**src/rtl/sram_arb_pkg.sv**
```systemverilog
// Shared types and constants for the SRAM FIFO arbiter.
package sram_arb_pkg;

    // Access sequencer states; every access returns to IDLE before the next.
    typedef enum logic [1:0] {
        ST_IDLE   = 2'd0,
        ST_SETUP  = 2'd1,
        ST_STROBE = 2'd2,
        ST_DONE   = 2'd3
    } state_t;

    // Address MSB selecting the SRAM half holding each ring FIFO.
    localparam logic FIFO_I_SEL = 1'b0;
    localparam logic FIFO_O_SEL = 1'b1;

    // Requester identities used by the round-robin arbiter.
    typedef enum logic {
        REQ_SLAVE  = 1'b0,
        REQ_MASTER = 1'b1
    } req_id_t;

endpackage

```
**src/rtl/sram_fifo_arbiter_if.sv**
```systemverilog
// Word-access handshake between the two requesters and the arbiter.
// The "master" modport is the requester side, "slave" is the arbiter side.
interface sram_fifo_arbiter_if #(
    parameter int DW = 16
);
    logic          s_rd_req;
    logic          s_wr_req;
    logic [DW-1:0] s_wdata;
    logic [DW-1:0] s_rdata;
    logic          s_ack;
    logic          m_rd_req;
    logic          m_wr_req;
    logic [DW-1:0] m_wdata;
    logic [DW-1:0] m_rdata;
    logic          m_ack;
    logic          pkt_commit;
    logic          crc_rollback;

    modport master (
        output s_rd_req, s_wr_req, s_wdata, m_rd_req, m_wr_req, m_wdata,
        output pkt_commit, crc_rollback,
        input  s_rdata, s_ack, m_rdata, m_ack
    );

    modport slave (
        input  s_rd_req, s_wr_req, s_wdata, m_rd_req, m_wr_req, m_wdata,
        input  pkt_commit, crc_rollback,
        output s_rdata, s_ack, m_rdata, m_ack
    );
endinterface

```
**src/rtl/sram_ring_ptr.sv**
```systemverilog
// Ring FIFO pointer set: write/read pointers, optional commit pointer,
// occupancy and full/empty. Pointers carry one extra bit so full and empty
// are distinguishable; the low AW bits are the SRAM word address.
module sram_ring_ptr #(
    parameter int AW         = 17,
    parameter bit HAS_COMMIT = 1'b0
) (
    input  logic          clk,
    input  logic          rst,
    input  logic          wr_inc,
    input  logic          rd_inc,
    input  logic          commit,
    input  logic          rollback,
    output logic [AW-1:0] wptr,
    output logic [AW-1:0] rptr,
    output logic [AW:0]   count,
    output logic          full,
    output logic          empty
);
    localparam logic [AW:0] DEPTH = {1'b1, {AW{1'b0}}};

    logic [AW:0] wptr_reg, wptr_next, wptr_inc;
    logic [AW:0] rptr_reg, rptr_next;
    logic [AW:0] cptr_reg, cptr_next;
    logic [AW:0] raw_count;

    // Next pointers; a commit includes a write finishing in the same cycle,
    // and a rollback rewinds the write pointer to the last commit point.
    always_comb begin
        wptr_inc  = wptr_reg + {{AW{1'b0}}, wr_inc};
        wptr_next = wptr_inc;
        rptr_next = rptr_reg + {{AW{1'b0}}, rd_inc};
        cptr_next = cptr_reg;
        if (HAS_COMMIT) begin
            if (rollback) begin
                wptr_next = cptr_reg;
            end else if (commit) begin
                cptr_next = wptr_inc;
            end
        end
    end

    // Pointer registers.
    always_ff @(posedge clk) begin
        if (rst) begin
            wptr_reg <= '0;
            rptr_reg <= '0;
            cptr_reg <= '0;
        end else begin
            wptr_reg <= wptr_next;
            rptr_reg <= rptr_next;
            cptr_reg <= cptr_next;
        end
    end

    // Full tracks raw writes; count/empty expose only committed data.
    assign raw_count = wptr_reg - rptr_reg;
    assign count     = HAS_COMMIT ? (cptr_reg - rptr_reg) : raw_count;
    assign full      = (raw_count == DEPTH);
    assign empty     = (count == '0);
    assign wptr      = wptr_reg[AW-1:0];
    assign rptr      = rptr_reg[AW-1:0];

endmodule

```
**src/rtl/sram_fifo_arbiter.sv**
```systemverilog
// Arbitrates slave and master word accesses onto one async SRAM holding
// FIFO_I (slave->master) and FIFO_O (master->slave, with packet commit
// and CRC rollback), and sequences the SRAM strobes.
module sram_fifo_arbiter
    import sram_arb_pkg::*;
#(
    parameter int AW      = 17,
    parameter int DW      = 16,
    parameter int ACC_CYC = 2
) (
    input  logic            clk,
    input  logic            rst,
    sram_fifo_arbiter_if.slave bus,
    output logic [AW:0]     fifo_i_count,
    output logic            fifo_i_empty,
    output logic            fifo_i_full,
    output logic [AW:0]     fifo_o_count,
    output logic            fifo_o_empty,
    output logic            fifo_o_full,
    output logic [AW:0]     mem_addr,
    output logic [DW-1:0]   dq_out,
    output logic            dq_oe,
    input  logic [DW-1:0]   dq_in,
    output logic            CE_n,
    output logic            OE_n,
    output logic            WE_n,
    output logic            LB_n,
    output logic            UB_n
);
    localparam logic [2:0] LAST_CYC = 3'(ACC_CYC - 1);

    state_t        state_reg, state_next;
    logic [2:0]    cnt_reg, cnt_next;
    req_id_t       last_reg, gnt_id_reg, grant_id;
    logic          gnt_wr_reg, gnt_fifo_reg;
    logic          grant_valid, grant_wr, grant_fifo;
    logic [AW-1:0] grant_ptr;
    logic [AW:0]   addr_reg;
    logic [DW-1:0] wdata_reg, rdata_reg;
    logic          rb_pending_reg;
    logic          s_wr_ok, s_rd_ok, s_ok, m_wr_ok, m_rd_ok, m_ok;
    logic          in_access, done, rb_apply, commit_o;

    logic [AW-1:0] wptr_a [2];
    logic [AW-1:0] rptr_a [2];
    logic [AW:0]   count_a [2];
    logic          full_a [2];
    logic          empty_a [2];
    logic          wr_inc_a [2];
    logic          rd_inc_a [2];
    logic          commit_a [2];
    logic          rollback_a [2];

    assign done     = (state_reg == ST_DONE);
    assign rb_apply = rb_pending_reg && (state_reg == ST_IDLE);
    // A rollback arriving with a commit cancels that commit.
    assign commit_o = bus.pkt_commit && !bus.crc_rollback;

    // One pointer set per SRAM half; only FIFO_O gets commit/rollback.
    for (genvar gi = 0; gi < 2; gi++) begin : g_fifo
        assign wr_inc_a[gi]   = done && gnt_wr_reg && (gnt_fifo_reg == 1'(gi));
        assign rd_inc_a[gi]   = done && !gnt_wr_reg && (gnt_fifo_reg == 1'(gi));
        assign commit_a[gi]   = (gi == 1) && commit_o;
        assign rollback_a[gi] = (gi == 1) && rb_apply;

        sram_ring_ptr #(
            .AW         (AW),
            .HAS_COMMIT (gi == 1)
        ) u_ptr (
            .clk      (clk),
            .rst      (rst),
            .wr_inc   (wr_inc_a[gi]),
            .rd_inc   (rd_inc_a[gi]),
            .commit   (commit_a[gi]),
            .rollback (rollback_a[gi]),
            .wptr     (wptr_a[gi]),
            .rptr     (rptr_a[gi]),
            .count    (count_a[gi]),
            .full     (full_a[gi]),
            .empty    (empty_a[gi])
        );
    end

    assign fifo_i_count = count_a[FIFO_I_SEL];
    assign fifo_i_empty = empty_a[FIFO_I_SEL];
    assign fifo_i_full  = full_a[FIFO_I_SEL];
    assign fifo_o_count = count_a[FIFO_O_SEL];
    assign fifo_o_empty = empty_a[FIFO_O_SEL];
    assign fifo_o_full  = full_a[FIFO_O_SEL];

    // Eligibility: writes need room, reads need (committed) data, and the
    // master may not write FIFO_O until a pending rollback has been applied.
    assign s_wr_ok = bus.s_wr_req && !fifo_i_full;
    assign s_rd_ok = bus.s_rd_req && !fifo_o_empty;
    assign s_ok    = s_wr_ok || s_rd_ok;
    assign m_wr_ok = bus.m_wr_req && !fifo_o_full && !rb_pending_reg;
    assign m_rd_ok = bus.m_rd_req && !fifo_i_empty;
    assign m_ok    = m_wr_ok || m_rd_ok;

    // Next-state logic with round-robin grant taken in IDLE.
    always_comb begin
        state_next  = state_reg;
        cnt_next    = cnt_reg;
        grant_valid = 1'b0;
        grant_id    = REQ_SLAVE;
        grant_wr    = 1'b0;
        grant_fifo  = FIFO_I_SEL;
        grant_ptr   = '0;
        case (state_reg)
            ST_IDLE: begin
                if (s_ok && m_ok) begin
                    grant_id = (last_reg == REQ_MASTER) ? REQ_SLAVE : REQ_MASTER;
                end else if (m_ok) begin
                    grant_id = REQ_MASTER;
                end
                grant_valid = s_ok || m_ok;
                grant_wr    = (grant_id == REQ_SLAVE) ? s_wr_ok : m_wr_ok;
                // Slave writes FIFO_I and reads FIFO_O; master the reverse.
                if (grant_id == REQ_SLAVE) begin
                    grant_fifo = grant_wr ? FIFO_I_SEL : FIFO_O_SEL;
                end else begin
                    grant_fifo = grant_wr ? FIFO_O_SEL : FIFO_I_SEL;
                end
                grant_ptr = grant_wr ? wptr_a[grant_fifo] : rptr_a[grant_fifo];
                if (grant_valid) begin
                    state_next = ST_SETUP;
                end
            end
            ST_SETUP: begin
                cnt_next   = '0;
                state_next = ST_STROBE;
            end
            ST_STROBE: begin
                if (cnt_reg == LAST_CYC) begin
                    state_next = ST_DONE;
                end else begin
                    cnt_next = cnt_reg + 3'd1;
                end
            end
            default: begin
                state_next = ST_IDLE;
            end
        endcase
    end

    // State, grant capture, data latching and rollback flag.
    always_ff @(posedge clk) begin
        if (rst) begin
            state_reg      <= ST_IDLE;
            cnt_reg        <= '0;
            last_reg       <= REQ_MASTER;
            gnt_id_reg     <= REQ_SLAVE;
            gnt_wr_reg     <= 1'b0;
            gnt_fifo_reg   <= FIFO_I_SEL;
            addr_reg       <= '0;
            wdata_reg      <= '0;
            rdata_reg      <= '0;
            rb_pending_reg <= 1'b0;
        end else begin
            state_reg <= state_next;
            cnt_reg   <= cnt_next;
            if (grant_valid) begin
                gnt_id_reg   <= grant_id;
                gnt_wr_reg   <= grant_wr;
                gnt_fifo_reg <= grant_fifo;
                addr_reg     <= {grant_fifo, grant_ptr};
                if (grant_wr) begin
                    wdata_reg <= (grant_id == REQ_SLAVE) ? bus.s_wdata : bus.m_wdata;
                end
            end
            if ((state_reg == ST_STROBE) && (cnt_reg == LAST_CYC) && !gnt_wr_reg) begin
                rdata_reg <= dq_in;
            end
            if (done) begin
                last_reg <= gnt_id_reg;
            end
            if (bus.crc_rollback) begin
                rb_pending_reg <= 1'b1;
            end else if (state_reg == ST_IDLE) begin
                rb_pending_reg <= 1'b0;
            end
        end
    end

    // SRAM pin and ack decode from the current state.
    assign in_access = (state_reg == ST_SETUP) || (state_reg == ST_STROBE);
    assign CE_n      = !in_access;
    assign LB_n      = !in_access;
    assign UB_n      = !in_access;
    assign OE_n      = !((state_reg == ST_STROBE) && !gnt_wr_reg);
    assign WE_n      = !((state_reg == ST_STROBE) && gnt_wr_reg);
    assign dq_oe     = in_access && gnt_wr_reg;
    assign dq_out    = wdata_reg;
    assign mem_addr  = addr_reg;

    assign bus.s_ack   = done && (gnt_id_reg == REQ_SLAVE);
    assign bus.m_ack   = done && (gnt_id_reg == REQ_MASTER);
    assign bus.s_rdata = rdata_reg;
    assign bus.m_rdata = rdata_reg;

endmodule

```
**src/flat_wrapper.sv**
```systemverilog
// flat-port wrapper written by rule: the top's interface ports become plain ports
module sram_fifo_arbiter_flat import sram_arb_pkg::*;
#(
    parameter int AW      = 17,
    parameter int DW      = 16,
    parameter int ACC_CYC = 2
)
  (clk, rst, fifo_i_count, fifo_i_empty, fifo_i_full, fifo_o_count, fifo_o_empty, fifo_o_full, mem_addr, dq_out, dq_oe, dq_in, CE_n, OE_n, WE_n, LB_n, UB_n, bus_s_rd_req, bus_s_wr_req, bus_s_wdata, bus_m_rd_req, bus_m_wr_req, bus_m_wdata, bus_pkt_commit, bus_crc_rollback, bus_s_rdata, bus_s_ack, bus_m_rdata, bus_m_ack);
  sram_fifo_arbiter_if #(.DW(DW)) bus_i ();
  input  logic clk;
  input  logic rst;
  output logic [AW:0] fifo_i_count;
  output logic fifo_i_empty;
  output logic fifo_i_full;
  output logic [AW:0] fifo_o_count;
  output logic fifo_o_empty;
  output logic fifo_o_full;
  output logic [AW:0] mem_addr;
  output logic [DW-1:0] dq_out;
  output logic dq_oe;
  input  logic [DW-1:0] dq_in;
  output logic CE_n;
  output logic OE_n;
  output logic WE_n;
  output logic LB_n;
  output logic UB_n;
  input wire logic [$bits(bus_i.s_rd_req)-1:0] bus_s_rd_req;
  input wire logic [$bits(bus_i.s_wr_req)-1:0] bus_s_wr_req;
  input wire logic [$bits(bus_i.s_wdata)-1:0] bus_s_wdata;
  input wire logic [$bits(bus_i.m_rd_req)-1:0] bus_m_rd_req;
  input wire logic [$bits(bus_i.m_wr_req)-1:0] bus_m_wr_req;
  input wire logic [$bits(bus_i.m_wdata)-1:0] bus_m_wdata;
  input wire logic [$bits(bus_i.pkt_commit)-1:0] bus_pkt_commit;
  input wire logic [$bits(bus_i.crc_rollback)-1:0] bus_crc_rollback;
  output wire logic [$bits(bus_i.s_rdata)-1:0] bus_s_rdata;
  output wire logic [$bits(bus_i.s_ack)-1:0] bus_s_ack;
  output wire logic [$bits(bus_i.m_rdata)-1:0] bus_m_rdata;
  output wire logic [$bits(bus_i.m_ack)-1:0] bus_m_ack;
  assign bus_i.s_rd_req = bus_s_rd_req;
  assign bus_i.s_wr_req = bus_s_wr_req;
  assign bus_i.s_wdata = bus_s_wdata;
  assign bus_i.m_rd_req = bus_m_rd_req;
  assign bus_i.m_wr_req = bus_m_wr_req;
  assign bus_i.m_wdata = bus_m_wdata;
  assign bus_i.pkt_commit = bus_pkt_commit;
  assign bus_i.crc_rollback = bus_crc_rollback;
  assign bus_s_rdata = bus_i.s_rdata;
  assign bus_s_ack = bus_i.s_ack;
  assign bus_m_rdata = bus_i.m_rdata;
  assign bus_m_ack = bus_i.m_ack;
  sram_fifo_arbiter #(.AW(AW), .DW(DW), .ACC_CYC(ACC_CYC)) u_core (.clk(clk), .rst(rst), .bus(bus_i), .fifo_i_count(fifo_i_count), .fifo_i_empty(fifo_i_empty), .fifo_i_full(fifo_i_full), .fifo_o_count(fifo_o_count), .fifo_o_empty(fifo_o_empty), .fifo_o_full(fifo_o_full), .mem_addr(mem_addr), .dq_out(dq_out), .dq_oe(dq_oe), .dq_in(dq_in), .CE_n(CE_n), .OE_n(OE_n), .WE_n(WE_n), .LB_n(LB_n), .UB_n(UB_n));
endmodule
```
**config.mk**
```make
export PLATFORM = sky130hd
export DESIGN_NAME = sram_fifo_arbiter_flat
export DESIGN_NICKNAME = d
export VERILOG_FILES = /design/src/rtl/sram_arb_pkg.sv /design/src/rtl/sram_fifo_arbiter_if.sv /design/src/rtl/sram_ring_ptr.sv /design/src/rtl/sram_fifo_arbiter.sv /design/src/flat_wrapper.sv
export SDC_FILE = /design/constraint.sdc
export NUM_CORES = 1
export LEC_CHECK = 0
export BUFFER_PORTS_ARGS = -buffer_cell sky130_fd_sc_hd__buf_2
export CAP_MARGIN = 20
export CORE_MARGIN = 8
export CORE_UTILIZATION = 55
export CTS_CLUSTER_SIZE = 14
export DETAILED_ROUTE_END_ITERATION = 12
export PLACE_DENSITY = 0.75
export SLEW_MARGIN = 20
export SYNTH_ARGS = -nofsm -noshare
export SYNTH_HDL_FRONTEND = slang
export SYNTH_SLANG_ARGS = --single-unit
```
**constraint.sdc**
```tcl
create_clock -name clk -period 4.71 [get_ports clk]
set_clock_uncertainty 0.05 [all_clocks]
set_input_delay 0.2355 -clock clk [delete_from_list [all_inputs] [get_ports clk]]
set_output_delay 0.2355 -clock clk [all_outputs]
set_load 0.01 [all_outputs]
```
* Word level (Yosys, flattened, before mapping)
Index checks and enable logic that the tools add are counted. W data, S select, Z words.
Cells by class: add/sub/neg operators 8, magnitude comparators 1, eq/ne operators 9, multiplexer cells 30, bitwise logic cells 4, reductions and logical operators 44
Operator list (number):
- $mux W17 | 8
- $add A18 B1 Y18 | 4
- $sub A18 B18 Y18 | 3
- $eq A18 B18 Y1 const B | 2
- $logic_not A18 Y1 | 2
- $logic_and A1 B1 Y1 | 21
- $mux W18 | 1
- $mux W16 | 1
- $mux W1 | 15
- $logic_not A1 Y1 | 10
- $reduce_and A2 Y1 | 4
- $pmux W2 S3 | 1
- $pmux W3 S2 | 1
- $eq A2 B2 Y1 const B | 2
- $logic_or A1 B1 Y1 | 4
- $mux W2 | 2
- $ne A2 B2 Y1 const B | 2
- $reduce_bool A2 Y1 | 2
- $add A3 B1 Y3 const B | 1
- $eq A3 B1 Y1 const B | 1
- $mux W3 | 1
- $not A1 Y1 | 3
- $eq A2 B1 Y1 const B | 1
- $ge A2 B2 Y1 const B | 1
- other kinds (3) | 3
Word-level totals: bits in registers 150, output and inout port bits 114, logic and storage cells 111

* Logic depth before layout (Yosys ltp)
depth in word-level cells 19, gate-level depth with buffers 17, depth with buffers taken out 15

* Modules after synthesis
From an unflattened synthesis, not the netlist that was laid out.
Second synthesis, totals: cells, all modules 1306, area total of the unflattened synthesis 10415.0 sq um
Modules (own cells, without submodules):
- sram_ring_ptr at u_core.g_fifo[1].u_ptr | instances 1, cells each 537, area each 4192.8 sq um
- sram_fifo_arbiter | instances 1, cells each 430, area each 3507.1 sq um
- sram_ring_ptr at u_core.g_fifo[0].u_ptr | instances 1, cells each 339, area each 2715.1 sq um

* Worst setup path after synthesis
Ideal clock, no wire load.
path kind reg2reg, start point register u_core.g_fifo[1].u_ptr.rptr_reg[0], end point register u_core.wdata_reg[7] (netlist: u_core.dq_out[7]), library setup time 0.081 ns, arrival time 3.828 ns, path slack 0.751 ns, cell stages (with the launch flop) 17, path buffers 2, period minus slack after synthesis 3.959 ns, path through dfxtp_1 -> ha_1 -> inv_1 -> fa_1 -> a211oi_1 -> o211ai_1 -> a41oi_1 -> o41ai_1 -> xor2_1 -> or4bb_1 -> o211ai_2 -> o211ai_4 -> or2_1 -> buf_6 -> buf_8 -> mux2i_1 -> a211oi_2
Between the ends: elaborated cells between the ends (all ways) 22, those cells by class add/sub: 2; eq/ne: 1; mux: 8; reduce/logical: 11
RTL lines:
- start: declaration | RTL line sram_ring_ptr.sv:23 | logic [AW:0] rptr_reg, rptr_next;
- start signal: assignment | RTL line sram_ring_ptr.sv:51 | rptr_reg <= rptr_next;
- $sub A18 B18 Y18 (*) | RTL line sram_ring_ptr.sv:58 | assign count = HAS_COMMIT ? (cptr_reg - rptr_reg) : raw_count;
- net fifo_o_count[14] | RTL line flat_wrapper.sv:15 | output logic [AW:0] fifo_o_count;
- $logic_not A18 Y1 (*) | RTL line sram_ring_ptr.sv:60 | assign empty = (count == '0);
- $logic_not A1 Y1 (*) | RTL line sram_fifo_arbiter.sv:94 | assign s_rd_ok = bus.s_rd_req && !fifo_o_empty;
- $logic_and A1 B1 Y1 (*) | RTL line sram_fifo_arbiter.sv:94
- $logic_or A1 B1 Y1 (*) | RTL line sram_fifo_arbiter.sv:95 | assign s_ok = s_wr_ok || s_rd_ok;
- $logic_and A1 B1 Y1 | RTL line sram_fifo_arbiter.sv:111 | if (s_ok && m_ok) begin
- $mux W1 | RTL line sram_fifo_arbiter.sv:111
- $mux W1 | RTL line sram_fifo_arbiter.sv:109 | case (state_reg)
- $mux W1 | RTL line sram_fifo_arbiter.sv:117 | grant_wr = (grant_id == REQ_SLAVE) ? s_wr_ok : m_wr_ok;
- $mux W1 | RTL line sram_fifo_arbiter.sv:109
- $reduce_and A2 Y1 (no source line)
- end signal: assignment | RTL line sram_fifo_arbiter.sv:168 | wdata_reg <= (grant_id == REQ_SLAVE) ? bus.s_wdata : bus.m_wdata;
- end: declaration | RTL line sram_fifo_arbiter.sv:39 | logic [DW-1:0] wdata_reg, rdata_reg;
The timed path passes the listed nets; every way through them passes the cells marked *. The select of a mux whose other input is x is not followed. A chain may end at the register's enable or synchronous reset.

* Worst setup path in the final report
start point register u_core.g_fifo[1].u_ptr.rptr_reg[4], end point register u_core.wdata_reg[15] (netlist: u_core.dq_out[15])
Between the ends: longest elaborated chain between the ends 12, elaborated cells between the ends (all ways) 22, those cells by class add/sub: 2; eq/ne: 1; mux: 8; reduce/logical: 11
RTL lines:
- $sub A18 B18 Y18 | RTL line sram_ring_ptr.sv:57 | assign raw_count = wptr_reg - rptr_reg;
- $eq A18 B18 Y1 | RTL line sram_ring_ptr.sv:59 | assign full = (raw_count == DEPTH);
- $logic_not A1 Y1 | RTL line sram_fifo_arbiter.sv:96 | assign m_wr_ok = bus.m_wr_req && !fifo_o_full && !rb_pending_reg;
- $logic_and A1 B1 Y1 (2 in series) | RTL line sram_fifo_arbiter.sv:96
- $logic_or A1 B1 Y1 | RTL line sram_fifo_arbiter.sv:98 | assign m_ok = m_wr_ok || m_rd_ok;
- $mux W1 / $logic_and A1 B1 Y1 (equally long branches) | RTL line sram_fifo_arbiter.sv:113, sram_fifo_arbiter.sv:111
- $mux W1 | RTL line sram_fifo_arbiter.sv:111
- $mux W1 | RTL line sram_fifo_arbiter.sv:109
- $mux W1 | RTL line sram_fifo_arbiter.sv:117
- $mux W1 | RTL line sram_fifo_arbiter.sv:109
- $reduce_and A2 Y1 (no source line)
Parallel ways exist; a longest one is shown, timed or not. The select of a mux whose other input is x is not followed.

==> summary.md <==
| Metric | Value |
|---|---|
| Slew Viols, Final | `0` |
| Synth Area in Adders | `~8.2%` |
| Max-cap violations | `0` |
| FF+latch count, synth | `149` |
| Antenna violations before repair | `0` |
| Final setup vio count | `0` |
| Number of nets in the layout | `1538` |
| Min-Delay Path Class | `input pin to flop` |
| CP Capture Type | `flop` |
| Clock Pin Slew Worst Setup and Hold Paths | `70 ps` |
| Routed wire per std cell | `17.28 µm` |
| Synth top area share | `29.24%` |
| Dpl cell area | `between 10000 and 15000 µm²` |
| Sum Neg Setup Slack | `0 ps` |
| Proportion of power drawn by combinational gates | `a little under half` |
| Post-synth EDFFs | `0` |
| First-pass GRT wire length | `46270 µm` |
| Share of layout cells above drive strength 1 | `18.35%` |
| IO Count | `170` |
| Setup crit start kind | `flop` |
| Setup WS pre-CTS | `315.0 ps` |
| Total CTS buffers | `17` |
| Ranking of synthesized cells by area | `dfxtp_1 (29%), ha_1 (7.8%), nor2_1 (5.6%)` |
| Sequential power share | `29.6%` |
| Peak VDD IR | `0.3426 mV` |
| Switching Power | `2.229 mW` |
| Syn Inst Count | `1275` |
| Static Leak | `5.128 nW` |
| H-Tree Level Count | `4` |
| Clock latency on the worst-skew pair | `approximately 420 ps` |
| Critical path type | `flop to flop` |
| XOR/XNOR share of the synthesized area | `under 10%` |
| RePlAce Congestion | `just over 0.9` |
| Pwr Total | `5.409 mW` |
| Unique cell type count in the Yosys netlist | `90` |
| Area leader, netlist | `dfxtp_1` |
| Final core utilization | `between 60% and 70%` |
| Worst Path Required | `4950 ps` |
| Drc violations | `0` |
| Largest family of logic cells by synthesized area | `compound AO/OA/AOI/OAI gates` |
| Synth Warn # | `0` |
| Die area | `23160 µm²` |
| Core ar. | `18460 µm²` |
| Hold Slack | `17.98 ps` |
| Placed cell count | `1616` |
| Total GRT Usage | `23.79%` |
| Ant. Diodes | `0` |
| Power share of the clock group | `24.2%` |
| Clock sink total | `about 150` |
| P_int | `3.180 mW` |
| Worst Tran Pin Value | `981.8 ps` |
| Synth-to-Final Area Change | `15.54%` |
| PnR worst setup slack | `263.8 ps` |
| Largest net degree at the start of global routing | `53` |
| Post-DP HPWL | `22110 µm` |
| Initial Utilization | `55.28%` |
| Detailed router's first-iteration violation count | `670` |
| Routed WL | `28730 µm` |
| Vias in the first global route | `9246` |
| Area of the multi-input gates | `6558 µm²` |
| Post-synthesis compound-gate area fraction | `between 20 and 30%` |
| Pwr per Cell Area | `between 400 and 500 nW/µm²` |
| Simple-Gate Fraction of Synth Area | `21.27%` |
| Final Cell Area | `11790 µm²` |
| Crit Path Max Fanout | `17` |
| Top_reg_cell synth | `dfxtp_1` |
| FFs w/ async S/R, synth | `0%` |
| Port bufs | `169` |
| Sw Ratio | `41.21%` |
| Maximum clock frequency | `0.2249 GHz` |
| Fin cells | `1662` |
| Final ANT Viol Nets | `0` |
| CTS tree | `yes` |
| Via Count | `9801` |
| Outcome | `complete, no violations` |
| Mean cell area of the mapped netlist | `approximately 8 µm²` |
| Num rows | `50` |
| Total nets after synthesis | `around 1400` |
| CTS resizes | `0` |
| Fillers | `1600` |
| Sequential fraction of the synthesis area | `29.24%` |
| Die span in y | `152.2 µm` |
| Final Cycle Share | `94.40%` |
| Cell Area, Synth | `about 10000 µm²` |
| Register area | `~3000 µm²` |
| Tmin final | `4446 ps` |
| Iteration count of the initial detailed-routing pass | `5` |
| CTS root buf | `clkbuf_16` |
| Worst EP arrival | `4680 ps` |
| Total congestion overflow | `0` |
| Max_slew headroom | `about a third` |
| Clk buf depth | `2` |
| Mux cell area share after synthesis | `under 10%` |
| Die X | `152.2 µm` |
| Via-per-instance ratio | `between 5 and 6` |
| Hold Vio Cnt, Final | `0` |
| RSZ-0062 raised after global routing | `false` |
## cell type report
cell class              count  share of cell area, %
clock buffers              17                  3.609
inverters                  69                  2.197
multi-input cells         980                  55.63
flip-flops and latches    149                  25.31
repair buffers            199                  9.638
well taps                 234                  2.484
clock inverters            14                  1.136
## path summary, 6_finish.rpt
| path | from | end | slack, ps | cells past startpoint |
|---|---|---|---|---|
| setup / recovery | u_core.g_fifo[1].u_ptr.rptr_reg[4]$_SDFF_PP0_ | u_core.dq_out[15]$_SDFFE_PP0P_ | 260 | 14 |
| hold / removal | dq_in[6] | u_core.bus.m_rdata[6]$_SDFFE_PP0P_ | 20 | 3 |
| setup reg to reg | u_core.g_fifo[1].u_ptr.rptr_reg[4]$_SDFF_PP0_ | u_core.dq_out[15]$_SDFFE_PP0P_ | 260 | 14 |
| hold reg to reg | u_core.bus.m_rdata[2]$_SDFFE_PP0P_ | u_core.bus.m_rdata[2]$_SDFFE_PP0P_ | 420 | 2 |
## cell usage after synthesis (5+ instances only)
master / instances
a211oi_1: 53
a211oi_2: 24
a21o_1: 13
a21oi_1: 76
a22oi_1: 5
and2_1: 14
and3_1: 14
buf_2: 10
buf_4: 22
clkbuf_1: 42
dfxtp_1: 149
ha_1: 64
inv_1: 69
mux2i_1: 21
nand2_1: 112
nand2b_1: 12
nand3_1: 51
nand4_1: 21
nor2_1: 152
nor2b_1: 17
nor3_1: 21
nor4_1: 8
o2111ai_1: 6
o211ai_1: 7
o21a_1: 26
o21ai_0: 39
o22ai_1: 34
or3_1: 10
xnor2_1: 54
xor2_1: 33
## repair_timing
| item | CTS | global route |
|---|---|---|
| hold buffers | 15 | 0 |
| endpoints found under the hold margin | 15 | 0 |
| buffers inserted | 0 | 0 |
## cell usage in the layout, fill, tap and decap left out, types with 14 or more instances in the layout
| cell type | instances |
|---|---|
| o21a_1 | 26 |
| nor2_1 | 152 |
| xor2_1 | 33 |
| a211oi_2 | 24 |
| inv_1 | 69 |
| mux2i_1 | 21 |
| nand3_1 | 51 |
| dfxtp_1 | 149 |
| o22ai_1 | 34 |
| xnor2_1 | 54 |
| nand2_1 | 112 |
| ha_1 | 64 |
| buf_4 | 14 |
| o21ai_0 | 39 |
| nor2b_1 | 17 |
| a21oi_1 | 76 |
| nand4_1 | 21 |
| buf_2 | 168 |
| nor3_1 | 21 |
| and2_1 | 14 |
| a211oi_1 | 53 |
| dlygate4sd3_1 | 15 |
| and3_1 | 14 |
| clkbuf_16 | 17 |
## metal layers
layer | track usage (%) | share of wire [%] | vias to the layer above
met2 | 41.83 | 49 | 283
met5 | 0 | 0 | -
met1 | 29.71 | 44 | 4620
li1 | - | - | 4861
met4 | 7.235 | 1.4 | 0
met3 | 3.091 | 5.3 | 37
## cells by family (layout without fill, tap and decap cells)
logic type               count (synthesis)  in the layout
adder cells (fa/ha/maj)                 66             66
AO/OA/AOI/OAI                          347            347
AND/OR/NAND/NOR                        457            457
XOR/XNOR                                87             87
multiplexers                            23             23
flip-flops                             149            149
buffers and inverters                  146            299
## power by group through the flow
stage	sequential, mW	combinational [mW]	clock, mW
2_1_floorplan	1.62	1.80	0
3_3_place_gp	1.62	2.42	0
3_5_place_dp	1.62	2.46	0
4_1_cts	1.59	2.49	1.32
5_1_grt	1.62	2.74	1.37
6_report	1.60	2.50	1.31
## worst max-delay path, cell delays in order (launching register included)
cell and delay (ps):
dfxtp_1 400, inv_1 150, ha_1 420, and2_1 250, o211ai_1 170, a21oi_1 450
o31ai_2 160, a311oi_1 480, or4bb_1 490, o211ai_2 360, o211ai_4 140, or2_1 230
buf_4 230, mux2i_1 240, a211oi_2 90
(Power assumes the default switching activity.)
